===== src/rtl/combo_lock_ctrl.sv =====
// Programmable CODE_LEN-digit combination lock with failure counting and timed alarm lockout.
// Define LOCK_REKEY_EN to let cmd_clear in OPEN return to INIT for reprogramming.
module combo_lock_ctrl #(
    parameter int CODE_LEN  = 8,
    parameter int DIGIT_W   = 4,
    parameter int MAX_TRIES = 3,
    parameter int ALARM_CYC = 500,
    parameter int BLINK_DIV = 50,
    localparam int POS_W    = $clog2(CODE_LEN + 1),
    localparam int FC_W     = $clog2(MAX_TRIES + 1)
) (
    input  logic               clk,
    input  logic               rst_n,
    input  logic               digit_valid,
    input  logic [DIGIT_W-1:0] digit,
    input  logic               cmd_lock,
    input  logic               cmd_clear,
    output logic [1:0]         state,
    output logic [POS_W-1:0]   pos,
    output logic [FC_W-1:0]    fail_cnt,
    output logic               unlocked,
    output logic               alarm,
    output logic               alarm_blink
);

    localparam int TMR_W = (ALARM_CYC > 1) ? $clog2(ALARM_CYC) : 1;
    localparam int BLK_W = (BLINK_DIV > 1) ? $clog2(BLINK_DIV) : 1;
    localparam int CODE_W = CODE_LEN * DIGIT_W;

    localparam logic [POS_W-1:0] POS_ZERO = {POS_W{1'b0}};
    localparam logic [POS_W-1:0] POS_ONE  = POS_W'(1);
    localparam logic [POS_W-1:0] POS_FULL = POS_W'(CODE_LEN);
    localparam logic [POS_W-1:0] POS_LAST = POS_W'(CODE_LEN - 1);
    localparam logic [FC_W-1:0]  FC_ZERO  = {FC_W{1'b0}};
    localparam logic [FC_W-1:0]  FC_ONE   = FC_W'(1);
    localparam logic [FC_W-1:0]  FC_MAX   = FC_W'(MAX_TRIES);
    localparam logic [FC_W-1:0]  FC_LAST  = FC_W'(MAX_TRIES - 1);
    localparam logic [TMR_W-1:0] TMR_ZERO = {TMR_W{1'b0}};
    localparam logic [TMR_W-1:0] TMR_ONE  = TMR_W'(1);
    localparam logic [TMR_W-1:0] TMR_LAST = TMR_W'(ALARM_CYC - 1);
    localparam logic [BLK_W-1:0] BLK_ZERO = {BLK_W{1'b0}};
    localparam logic [BLK_W-1:0] BLK_ONE  = BLK_W'(1);
    localparam logic [BLK_W-1:0] BLK_LAST = BLK_W'(BLINK_DIV - 1);

    typedef enum logic [1:0] {
        ST_INIT   = 2'd0,
        ST_LOCKED = 2'd1,
        ST_OPEN   = 2'd2,
        ST_ALARM  = 2'd3
    } state_t;

    state_t              state_r, state_nxt_s;
    logic [POS_W-1:0]    pos_r, pos_nxt_s;
    logic [CODE_W-1:0]   code_r, code_nxt_s;
    logic                err_r, err_nxt_s;
    logic [FC_W-1:0]     fail_r, fail_nxt_s;
    logic [TMR_W-1:0]    tmr_r, tmr_nxt_s;
    logic [BLK_W-1:0]    blk_cnt_r, blk_cnt_nxt_s;
    logic                blink_r, blink_nxt_s;
    logic                unlocked_r, unlocked_nxt_s;
    logic                alarm_r, alarm_nxt_s;
    logic [DIGIT_W-1:0]  cur_digit_s;

    function automatic logic [DIGIT_W-1:0] code_digit(input logic [CODE_W-1:0] code,
                                                      input logic [POS_W-1:0] idx);
        logic [DIGIT_W-1:0] d;
        d = {DIGIT_W{1'b0}};
        for (int i = 0; i < CODE_LEN; i++) begin
            d = (idx == POS_W'(i)) ? code[i*DIGIT_W +: DIGIT_W] : d;
        end
        return d;
    endfunction

    function automatic logic [CODE_W-1:0] code_write(input logic [CODE_W-1:0] code,
                                                     input logic [POS_W-1:0] idx,
                                                     input logic [DIGIT_W-1:0] d);
        logic [CODE_W-1:0] c;
        c = code;
        for (int i = 0; i < CODE_LEN; i++) begin
            c[i*DIGIT_W +: DIGIT_W] = (idx == POS_W'(i)) ? d : code[i*DIGIT_W +: DIGIT_W];
        end
        return c;
    endfunction

    assign cur_digit_s = code_digit(code_r, pos_r);

    // State and datapath registers, including the registered output flags.
    always_ff @(posedge clk or negedge rst_n) begin
        if (!rst_n) begin
            state_r    <= ST_INIT;
            pos_r      <= POS_ZERO;
            code_r     <= {CODE_W{1'b0}};
            err_r      <= 1'b0;
            fail_r     <= FC_ZERO;
            tmr_r      <= TMR_ZERO;
            blk_cnt_r  <= BLK_ZERO;
            blink_r    <= 1'b0;
            unlocked_r <= 1'b0;
            alarm_r    <= 1'b0;
        end else begin
            state_r    <= state_nxt_s;
            pos_r      <= pos_nxt_s;
            code_r     <= code_nxt_s;
            err_r      <= err_nxt_s;
            fail_r     <= fail_nxt_s;
            tmr_r      <= tmr_nxt_s;
            blk_cnt_r  <= blk_cnt_nxt_s;
            blink_r    <= blink_nxt_s;
            unlocked_r <= unlocked_nxt_s;
            alarm_r    <= alarm_nxt_s;
        end
    end

    // Next-state and datapath update; strobe priority is lock, then clear, then digit.
    always_comb begin
        state_nxt_s   = state_r;
        pos_nxt_s     = pos_r;
        code_nxt_s    = code_r;
        err_nxt_s     = err_r;
        fail_nxt_s    = fail_r;
        tmr_nxt_s     = tmr_r;
        blk_cnt_nxt_s = blk_cnt_r;
        blink_nxt_s   = blink_r;
        case (state_r)
            ST_INIT: begin
                if (cmd_lock) begin
                    if (pos_r == POS_FULL) begin
                        state_nxt_s = ST_LOCKED;
                        pos_nxt_s   = POS_ZERO;
                    end else begin
                        pos_nxt_s = pos_r;
                    end
                end else if (cmd_clear) begin
                    pos_nxt_s = POS_ZERO;
                end else if (digit_valid && (pos_r != POS_FULL)) begin
                    code_nxt_s = code_write(code_r, pos_r, digit);
                    pos_nxt_s  = pos_r + POS_ONE;
                end else begin
                    pos_nxt_s = pos_r;
                end
            end
            ST_LOCKED: begin
                if (cmd_lock) begin
                    state_nxt_s = ST_LOCKED;
                end else if (cmd_clear) begin
                    pos_nxt_s = POS_ZERO;
                    err_nxt_s = 1'b0;
                end else if (digit_valid) begin
                    // The verdict is withheld until the final digit of the entry.
                    if (pos_r == POS_LAST) begin
                        pos_nxt_s = POS_ZERO;
                        err_nxt_s = 1'b0;
                        if (!err_r && (digit == cur_digit_s)) begin
                            state_nxt_s = ST_OPEN;
                            fail_nxt_s  = FC_ZERO;
                        end else if (fail_r == FC_LAST) begin
                            state_nxt_s   = ST_ALARM;
                            fail_nxt_s    = FC_MAX;
                            tmr_nxt_s     = TMR_ZERO;
                            blk_cnt_nxt_s = BLK_ZERO;
                            blink_nxt_s   = 1'b1;
                        end else if (fail_r != FC_MAX) begin
                            fail_nxt_s = fail_r + FC_ONE;
                        end else begin
                            fail_nxt_s = fail_r;
                        end
                    end else begin
                        pos_nxt_s = pos_r + POS_ONE;
                        err_nxt_s = err_r | (digit != cur_digit_s);
                    end
                end else begin
                    state_nxt_s = state_r;
                end
            end
            ST_OPEN: begin
                if (cmd_lock) begin
                    state_nxt_s = ST_LOCKED;
                    pos_nxt_s   = POS_ZERO;
                end else if (cmd_clear) begin
`ifdef LOCK_REKEY_EN
                    state_nxt_s = ST_INIT;
                    pos_nxt_s   = POS_ZERO;
`else
                    state_nxt_s = state_r;
`endif
                end else begin
                    state_nxt_s = state_r;
                end
            end
            ST_ALARM: begin
                if (tmr_r == TMR_LAST) begin
                    state_nxt_s   = ST_LOCKED;
                    fail_nxt_s    = FC_ZERO;
                    tmr_nxt_s     = TMR_ZERO;
                    blk_cnt_nxt_s = BLK_ZERO;
                    blink_nxt_s   = 1'b0;
                end else begin
                    tmr_nxt_s = tmr_r + TMR_ONE;
                    if (blk_cnt_r == BLK_LAST) begin
                        blk_cnt_nxt_s = BLK_ZERO;
                        blink_nxt_s   = ~blink_r;
                    end else begin
                        blk_cnt_nxt_s = blk_cnt_r + BLK_ONE;
                    end
                end
            end
            default: begin
                state_nxt_s = ST_INIT;
            end
        endcase
    end

    // Output flags decoded from the next state so they register alongside it.
    always_comb begin
        unlocked_nxt_s = (state_nxt_s == ST_OPEN);
        alarm_nxt_s    = (state_nxt_s == ST_ALARM);
    end

    assign state       = state_r;
    assign pos         = pos_r;
    assign fail_cnt    = fail_r;
    assign unlocked    = unlocked_r;
    assign alarm       = alarm_r;
    assign alarm_blink = blink_r;

endmodule


===== config.mk =====
export PLATFORM = sky130hd
export DESIGN_NAME = combo_lock_ctrl
export DESIGN_NICKNAME = d
export VERILOG_FILES = /design/src/rtl/combo_lock_ctrl.sv
export SDC_FILE = /design/constraint.sdc
export NUM_CORES = 1
export LEC_CHECK = 0
export CORE_MARGIN = 8
export CORE_UTILIZATION = 55
export CTS_BUF_LIST = sky130_fd_sc_hd__clkbuf_4 sky130_fd_sc_hd__clkbuf_8 sky130_fd_sc_hd__clkbuf_16
export CTS_CLUSTER_DIAMETER = 120
export DETAILED_ROUTE_END_ITERATION = 16
export PLACE_DENSITY = 0.81
export SETUP_SLACK_MARGIN = 0.2
export SLEW_MARGIN = 20
export SYNTH_ARGS = -nofsm -noshare
export SYNTH_HDL_FRONTEND = slang
export SYNTH_SLANG_ARGS = --single-unit

===== constraint.sdc =====
create_clock -name clk -period 3.7 [get_ports clk]
set_input_delay 0.74 -clock clk [delete_from_list [all_inputs] [get_ports clk]]
set_output_delay 0.74 -clock clk [all_outputs]
set_load 0.02 [all_outputs]

# Word level (Yosys, flattened, before mapping)
# Cells that the tools add are included.
[classes]
n_addsub = 4
n_mul = 0
n_div = 0
order_cmp = 0
n_eq_ne = 33
shifts = 0
muxes = 67
bitwise_logic = 4
reduce_logical = 21
[op_table]
columns = ["operator", "n"]
rows = [
  ["$mux W4", 17],
  ["$mux W9", 7],
  ["$mux W6", 8],
  ["$reduce_and A5 Y1", 8],
  ["$mux W2", 18],
  ["$ne A2 B2 Y1 const B", 9],
  ["$pmux W9 S2", 1],
  ["$eq A4 B3 Y1 const B", 4],
  ["$reduce_and A7 Y1", 2],
  ["$ne A4 B4 Y1 const B", 3],
  ["$pmux W4 S3", 1],
  ["$pmux W6 S2", 1],
  ["$mux W1", 11],
  ["$eq A2 B2 Y1 const B", 5],
  ["$add A9 B1 Y9 const B", 1],
  ["$eq A9 B9 Y1 const B", 1],
  ["$ne A3 B3 Y1 const B", 3],
  ["$eq A4 B2 Y1 const B", 2],
  ["$pmux W2 S4", 1],
  ["$reduce_and A8 Y1", 1],
  ["$add A6 B1 Y6 const B", 1],
  ["$eq A6 B6 Y1 const B", 1],
  ["$reduce_and A6 Y1", 1],
  ["$add A4 B1 Y4 const B", 1],
  ["17 further kinds", 21],
]
[word_totals]
ff_bits = 59
latch_bits = 0
ram_bits = 0
romBits = 0
in_bits = 9
output_inout_bits = 11
wordCells = 146
memories = 0

# Longest topological paths before layout
# Gate-level depths: netlist of run 1.
[depth]
word_depth = 18
ltp_mapped = 13
ltp_nobuf = 10

# Least setup slack after synthesis of run 1
# Ideal clock, no wire load.
[synth_timing]
kind = "register -> register"
startpoint = "register pos_r[0] (netlist: pos[0])"
endpoint = "register blk_cnt_r[1]"
setup_time_ps = 128
arrival_ps = 2632
t_required_ps = 3572
path_slack_ps = 940
path_stages_with_launch = 10
n_path_buf = 1
synth_period_minus_slack_ps = 2760
cell_sequence = "dfrtp_1 > inv_1 > ha_1 > buf_2 > a221o_1 > a311oi_2 > xnor2_1 > nor4b_4 > o21a_1 > mux2_1"
[synth_between]
elab_chain_cells = 13
word_cells_on_any_way = 21
cone_classes = "eq/ne: 10; mux: 8; reduce/logical: 3"
[synth_rtl]
columns = ["element", "line", "source"]
rows = [
  ["from (decl)", "53", "logic [POS_W-1:0] pos_r, pos_nxt_s;"],
  ["from (signal assigned)", "102", "pos_r <= pos_nxt_s;"],
  ["$logic_not A4 Y1", "69", "d = (idx == POS_W'(i)) ? code[i*DIGIT_W +: DIGIT_W] : d;"],
  ["$mux W4 (8 in a row)", "69", ""],
  ["$eq A4 B4 Y1", "153", "if (!err_r && (digit == cur_digit_s)) begin"],
  ["$logic_and A1 B1 Y1", "153", ""],
  ["$ne A2 B2 Y1 (no line)", "--", ""],
  ["$reduce_and A7 Y1 (no line) *", "--", ""],
  ["to (signal assigned)", "107", "blk_cnt_r <= blk_cnt_nxt_s;"],
  ["to (decl)", "58", "logic [BLK_W-1:0] blk_cnt_r, blk_cnt_nxt_s;"],
]
# Mark *: on every way between the ends. The rest lies on a longest branch, timed or not.
# A chain may end at the register's enable or synchronous reset.

# Worst setup path after layout of run 1
[layout_timing]
startpoint = "register pos_r[0] (netlist: pos[0])"
endpoint = "register tmr_r[2]"
[layout_between]
elab_chain_cells = 13
word_cells_on_any_way = 21
cone_classes = "eq/ne: 10; mux: 8; reduce/logical: 3"
[layout_rtl]
columns = ["element", "line", "source"]
rows = [
  ["$logic_not A4 Y1", "69", ""],
  ["$mux W4 (8 in a row)", "69", ""],
  ["$eq A4 B4 Y1", "153", ""],
  ["$logic_and A1 B1 Y1", "153", ""],
  ["$ne A2 B2 Y1 (no line)", "--", ""],
  ["$reduce_and A7 Y1 (no line) *", "--", ""],
  ["to (signal assigned)", "106", "tmr_r <= tmr_nxt_s;"],
  ["to (decl)", "57", "logic [TMR_W-1:0] tmr_r, tmr_nxt_s;"],
]
# Marked as above.

==> flow_summary.yaml, run 1 <==
synth:
  synth_cells: 403
  synth.ff_latch_count: 59
  ys_async_sr_fraction_pct: 100
  synth_top_area_share_pct: 39.4
  ys.flop_type: "dfrtp_1"
  synth_largest_area_cell: "dfrtp_1"
  synth.area.top_cells: "dfrtp_1, mux2_2, ha_1, nand2_1, a21oi_1"
  syn_area_um2: 3750
  synth_edf_count: 0
  yosys_warnings: 0
  synth_area_per_cell_um2: 9.30
  ys_types: 60
  yosysSeqAreaShare_pct: 39.4
  synth.net_count: 426
routing:
  vias_per_cell: 6.28
  firstDrtPassIters: 4
  vias: 3180
  wl_per_cell_um: 17.1
  drtIter0Drc: 216
  drc_errors: 0
  wl_mm: 8.65
  antenna_left: 0
global_routing:
  grt_pass1_wl_mm: 14.6
  grt_pass1_vias: 3024
  antenna_found_initial: 0
  gr-total-overflow: 0
  track_usage_pct: 18.5
  grt_max_degree: 32
sta:
  maxSlewHeadroom_pct: 51.6
  maxSlewViolCount: 0
  tightest_slew_ns: 0.726
  finalHoldViolCount: 0
  setup_viol: 0
  period_share_pct: 88.9
  finalSetupTns_ns: 0
  clock.fmax_ghz: 0.304
  min_period_ns: 3.29
  fin_skew_ns: 0.0114
  rsz0062_at_grt: "false"
setup_path:
  r2r-start: "pos[0]$_DFFE_PN0P_"
  regToRegEndpoint: "tmr_r[2]$_DFFE_PN0P_"
  crit_path_end_kind: "register"
  crit_chain: "buf_4 -> inv_1 -> ha_1 -> buf_4 -> nor2_1 -> a221o_1 -> a211oi_1 -> nor4b_4 -> buf_12 -> o21a_1 -> buf_4 -> o41ai_1"
  crit_required_ns: 3.93
  cp-endpoint: "tmr_r[2]$_DFFE_PN0P_"
  path_class: "reg2reg"
  ff2ff_path_depth: 12
  slowest_delay_ns: 0.58
  crit_arrival_ns: 3.52
  worstPathMaxFanout: 31
  slowest_stage: "ha_1"
  crit_top_cell: "buf_4"
  worst_setup_path_start_kind: "register"
  r2r_setup_slack_ns: 0.41
  critical_path.startpoint: "pos[0]$_DFFE_PN0P_"
layout:
  final_common_cell: "dfrtp_1"
  drive_above_1_share_pct: 18.3
  areaGrowthSynthToFinish_pct: 12.7
  fin_nets: 445
  antenna_cells: 0
  final_cell_mix: "dfrtp_1, nand2_1, mux2_2"
  fin_area_um2: 4220
clock_tree:
  htreeDepth: 3
  post_cts_resized: 0
  holdBufCountCts: 0
  clkTransAtPathRegs_ns: 0.07
  numClockSinks: 59
  cts_buffer_depth: 2
  clockRootBuffer: "clkbuf_8"
  postCtsSetupBuffers: 0
  cts_tree: "yes"
  cts-buffers-inserted: 9
  clock_latency_ns: 0.35
floorplanning:
  coreArea_um2: 6680
  io_pins: 20
  dieArea_um2: 9710
  die_h_um: 98.6
  rows: 30
  initial_core_util_pct: 56.1
  die_x_um: 98.6
placed_design:
  place_congestion: 0.997
  dpl.hpwl_mm: 6.14
  port_buffers: 19
  placed_area_um2: 4020
power_and_ir_drop:
  p_per_area_nw_per_um2: 365
  peakVddDrop_mv: 0.224
  leakage_nw: 1.90
  power.total_mw: 1.54
run:
  cap_viol_max_count: 0
outcome:
  status: "completed"
worst_hold_path:
  hp-class: "in2async"
[metal layers]
metal  wire length, um  GRT usage, %  vias up
li1                  -             -     1523
met1              3800          21.8     1576
met2              4350          30.8       64
met3               328          5.57       17
met4               174          7.20        0
met5                 0             0        -
[power breakdown]
part,internal [mW],switching (mW)
Clock,0.358,0.244
Sequential,0.655,0.0167
Combinational,0.112,0.155
[critical path, delay by kind of cell, from the launching register on]
family	cells	cell delay (ns)
buf+inv	5	0.84
simple gates	2	0.15
compound gates	4	1.23
fa+ha+maj	1	0.58
flops	1	0.38
[state kept, by name, indices dropped and copies added (netlist names)]
name	cells
code_r	32
tmr_r	9
blk_cnt_r	6
pos	4
fail_cnt	2
state	2
alarm	1
alarm_blink	1
err_r	1
unlocked	1
[cell families after synthesis]
family / after synthesis / synth area share (%)
adders and majority gates: 14 / 4.67
muxes: 34 / 10.2
xor gates and xnor gates: 4 / 0.935
and+or+nand+nor: 157 / 22.7
DFF: 59 / 39.4
buffers and inverters: 46 / 5.67
AOI/OAI and AO/OA: 89 / 16.5
[layout make-up]
class | count | area [um2]
Clock buffer | 13 | 166
Tap cell | 80 | 100
Sequential cell | 59 | 1480
Clock inverter | 2 | 35.0
Timing Repair Buffer | 34 | 310
Inverter | 20 | 75.1
Multi-Input combinational cell | 298 | 2060
Fill cell | 553 | 2460
[worst min path at each step]
stage / endpoint / slack [ns] / cells past startpoint
after floorplan: alarm$_DFF_PN0_ / 0.44 / 0
after global placement: code_r[31]$_DFFE_PN0P_ / 0.49 / 1
after detailed placement: code_r[20]$_DFFE_PN0P_ / 0.49 / 1
after CTS: code_r[11]$_DFFE_PN0P_ / 0.44 / 1
after global routing: code_r[10]$_DFFE_PN0P_ / 0.48 / 1
final: code_r[11]$_DFFE_PN0P_ / 0.42 / 1
[stage by stage]
stage	cells	hold slack, ns	utilization [%]	setup WS (ns)
final	506	0.420	63.2	0.411
after global routing	506	0.477	63.2	0.216
after CTS	506	0.441	63.2	0.433
after detailed placement	491	0.495	60.2	0.362
after global placement	491	0.487	60.2	0.420
after floorplan	403	0.444	-	0.940
[Yosys cell counts (all sizes together) (2+ instances only)]
cell type	instances
a211oi	5
a21oi	25
a221o	2
a221oi	3
a311o	3
a311oi	2
a31o	2
a31oi	3
and2	2
and3	8
buf	14
clkbuf	12
dfrtp	59
ha	14
inv	20
mux2	33
nand2	33
nand2b	3
nand3	22
nand3b	5
nand4	4
nor2	28
nor2b	10
nor3	7
nor4	8
nor4b	3
o211ai	6
o21a	3
o21ai	15
o221ai	2
o22ai	3
o311ai	4
o31ai	5
or2	4
or3	11
or4	5
xnor2	2
xor2	2
No activity file was read; power rests on OpenSTA's default activity.
==> run 2, diff against run 1 <==
--- a/config.mk
+++ b/config.mk
@@ -11,6 +11,7 @@
 export CTS_CLUSTER_DIAMETER = 120
 export DETAILED_ROUTE_END_ITERATION = 16
 export PLACE_DENSITY = 0.81
+export RECOVER_POWER = 50
 export SETUP_SLACK_MARGIN = 0.2
 export SLEW_MARGIN = 20
 export SYNTH_ARGS = -nofsm -noshare
==> run 2 against run 1 <==
Effect of this change:
- the run now ends with capacitance limit, slew limit left
- clock power barely moved
- sequential share of layout area barely moved
- sequential power barely moved
==> flow_summary.yaml, run 2 (synthesis results as in run 1) <==
layout:
  reg_top3: "code_r x32, tmr_r x9, blk_cnt_r x6"
  final_common_cell: "dfrtp_1"
  top_register: "code_r"
  antenna_cells: 0
  drive_above_1_share_pct: 18.1
  instances_no_fill: 506
  largest_reg_flops: 32
  areaGrowthSynthToFinish_pct: 12.6
  final_cell_mix: "dfrtp_1, nand2_1, mux2_2"
  fin_nets: 445
setup_path:
  slowest_stage: "ha_1"
  worst_setup_path_start_kind: "register"
  crit_arrival_ns: 3.53
  worstPathMaxFanout: 31
  crit_top_cell: "buf_4"
  crit_family: "compound AO/OA/AOI/OAI gates"
  crit_path_end_kind: "register"
  path_class: "reg2reg"
  crit_chain: "buf_4 -> inv_1 -> ha_1 -> buf_4 -> nor2_1 -> a221o_1 -> a211oi_1 -> nor4b_4 -> buf_12 -> o21a_1 -> buf_4 -> o41ai_1"
  crit_required_ns: 3.93
  critPathBufInv: 5
  slowest_delay_ns: 0.59
floorplanning:
  initial_core_util_pct: 56.1
  die_x_um: 98.6
  dieArea_um2: 9710
  die_h_um: 98.6
  coreArea_um2: 6680
  rows: 30
  io_pins: 20
power_and_ir_drop:
  peakVddDrop_mv: 0.224
  clockPowerShare_pct: 39.1
  swShare_pct: 27.0
  p_seq_share_pct: 43.6
  leakage_nw: 1.90
  comb_power_share_pct: 17.3
  power.total_mw: 1.54
  p_per_area_nw_per_um2: 365
  internal_power_mw: 1.12
  switchingPower_uw: 416
routing:
  vias_per_cell: 6.28
  firstDrtPassIters: 4
  wl_mm: 8.65
  wl_per_cell_um: 17.1
  antenna_left: 0
  vias: 3176
  drc_errors: 0
  drtIter0Drc: 216
clock_tree:
  post_cts_resized: 0
  cts_buffer_depth: 2
  numClockSinks: 59
  cts_tree: "yes"
  clkTransAtPathRegs_ns: 0.06
  clock_latency_ns: 0.35
  clockRootBuffer: "clkbuf_8"
  cts-buffers-inserted: 9
  holdBufCountCts: 0
  postCtsSetupBuffers: 0
  htreeDepth: 3
sta:
  clock.fmax_ghz: 0.304
  min_period_ns: 3.29
  period_share_pct: 88.9
  finalHoldViolCount: 0
  fin_skew_ns: 0.0115
  tightest_slew_ns: 1.60
  setup_viol: 0
  finalSetupTns_ns: 0
  maxSlewViolCount: 31
  rsz0062_at_grt: "false"
  holdWs_ns: 0.508
  maxSlewHeadroom_pct: -6.56
  timing.final.ws_setup_ns: 0.409
worst_hold_path:
  hp-class: "reg2reg"
outcome:
  status: "complete, but fails checks"
  violations: "capacitance limit, slew limit"
global_routing:
  antenna_found_initial: 0
  grt_max_degree: 32
  grt_pass1_vias: 3024
  track_usage_pct: 18.5
  gr-total-overflow: 0
  grt_pass1_wl_mm: 14.6
run:
  cap_viol_max_count: 1
placed_design:
  place_congestion: 0.997
  post-place-ws_ns: 0.362
  dp.cells: 491
  port_buffers: 19
  dpl.hpwl_mm: 6.14
[run 2: final timing paths]
check | start | to | slack [ns] | cells past startpoint
hold / removal | code_r[20]$_DFFE_PN0P_ | code_r[20]$_DFFE_PN0P_ | 0.51 | 1
setup reg to reg | pos[0]$_DFFE_PN0P_ | tmr_r[2]$_DFFE_PN0P_ | 0.41 | 12
min in group asynchronous | rst_n | code_r[11]$_DFFE_PN0P_ | 0.78 | 1
hold reg to reg | code_r[20]$_DFFE_PN0P_ | code_r[20]$_DFFE_PN0P_ | 0.51 | 1
max in group asynchronous | rst_n | tmr_r[0]$_DFFE_PN0P_ | 1.42 | 2
setup / recovery | pos[0]$_DFFE_PN0P_ | tmr_r[2]$_DFFE_PN0P_ | 0.41 | 12
[run 2: cell type report]
class                           instances  area, um2
Fill cell                             554       2460
Sequential cell                        59       1480
Clock buffer                           13        166
Timing Repair Buffer                   34        307
Tap cell                               80        100
Clock inverter                          2       35.0
Multi-Input combinational cell        298       2060
Inverter                               20       75.1
[run 2: power by group through the flow]
stage | combinational (mW) | sequential, mW | clock, mW
finish | 0.267 | 0.671 | 0.602
detailed placement | 0.266 | 0.682 | 0
CTS | 0.267 | 0.671 | 0.614
global route | 0.292 | 0.672 | 0.644
global placement | 0.258 | 0.682 | 0
floorplan | 0.168 | 0.688 | 0
[run 2: worst register-to-register path, delay by kind of cell (launching register included)]
kind	cells	cell delay [ns]
AO/OA/AOI/OAI	4	1.22
buffers and inverters	5	0.84
adder cells (fa/ha/maj)	1	0.59
flip-flops	1	0.38
AND/OR/NAND/NOR	2	0.15
[run 2: through the flow]
stage          instance area [um2]  utilization (%)
6_report                      4220             63.1
5_1_grt                       4220             63.1
4_1_cts                       4220             63.2
3_5_place_dp                  4020             60.2
3_3_place_gp                  4020             60.2
2_1_floorplan                 3750                -
[run 2: routing by layer]
metal | GRT usage, % | wire length, um | vias to the layer above
met5 | 0 | 0 | -
met1 | 21.8 | 3770 | 1571
met2 | 30.8 | 4380 | 67
met3 | 5.57 | 335 | 17
li1 | - | - | 1521
met4 | 7.20 | 157 | 0
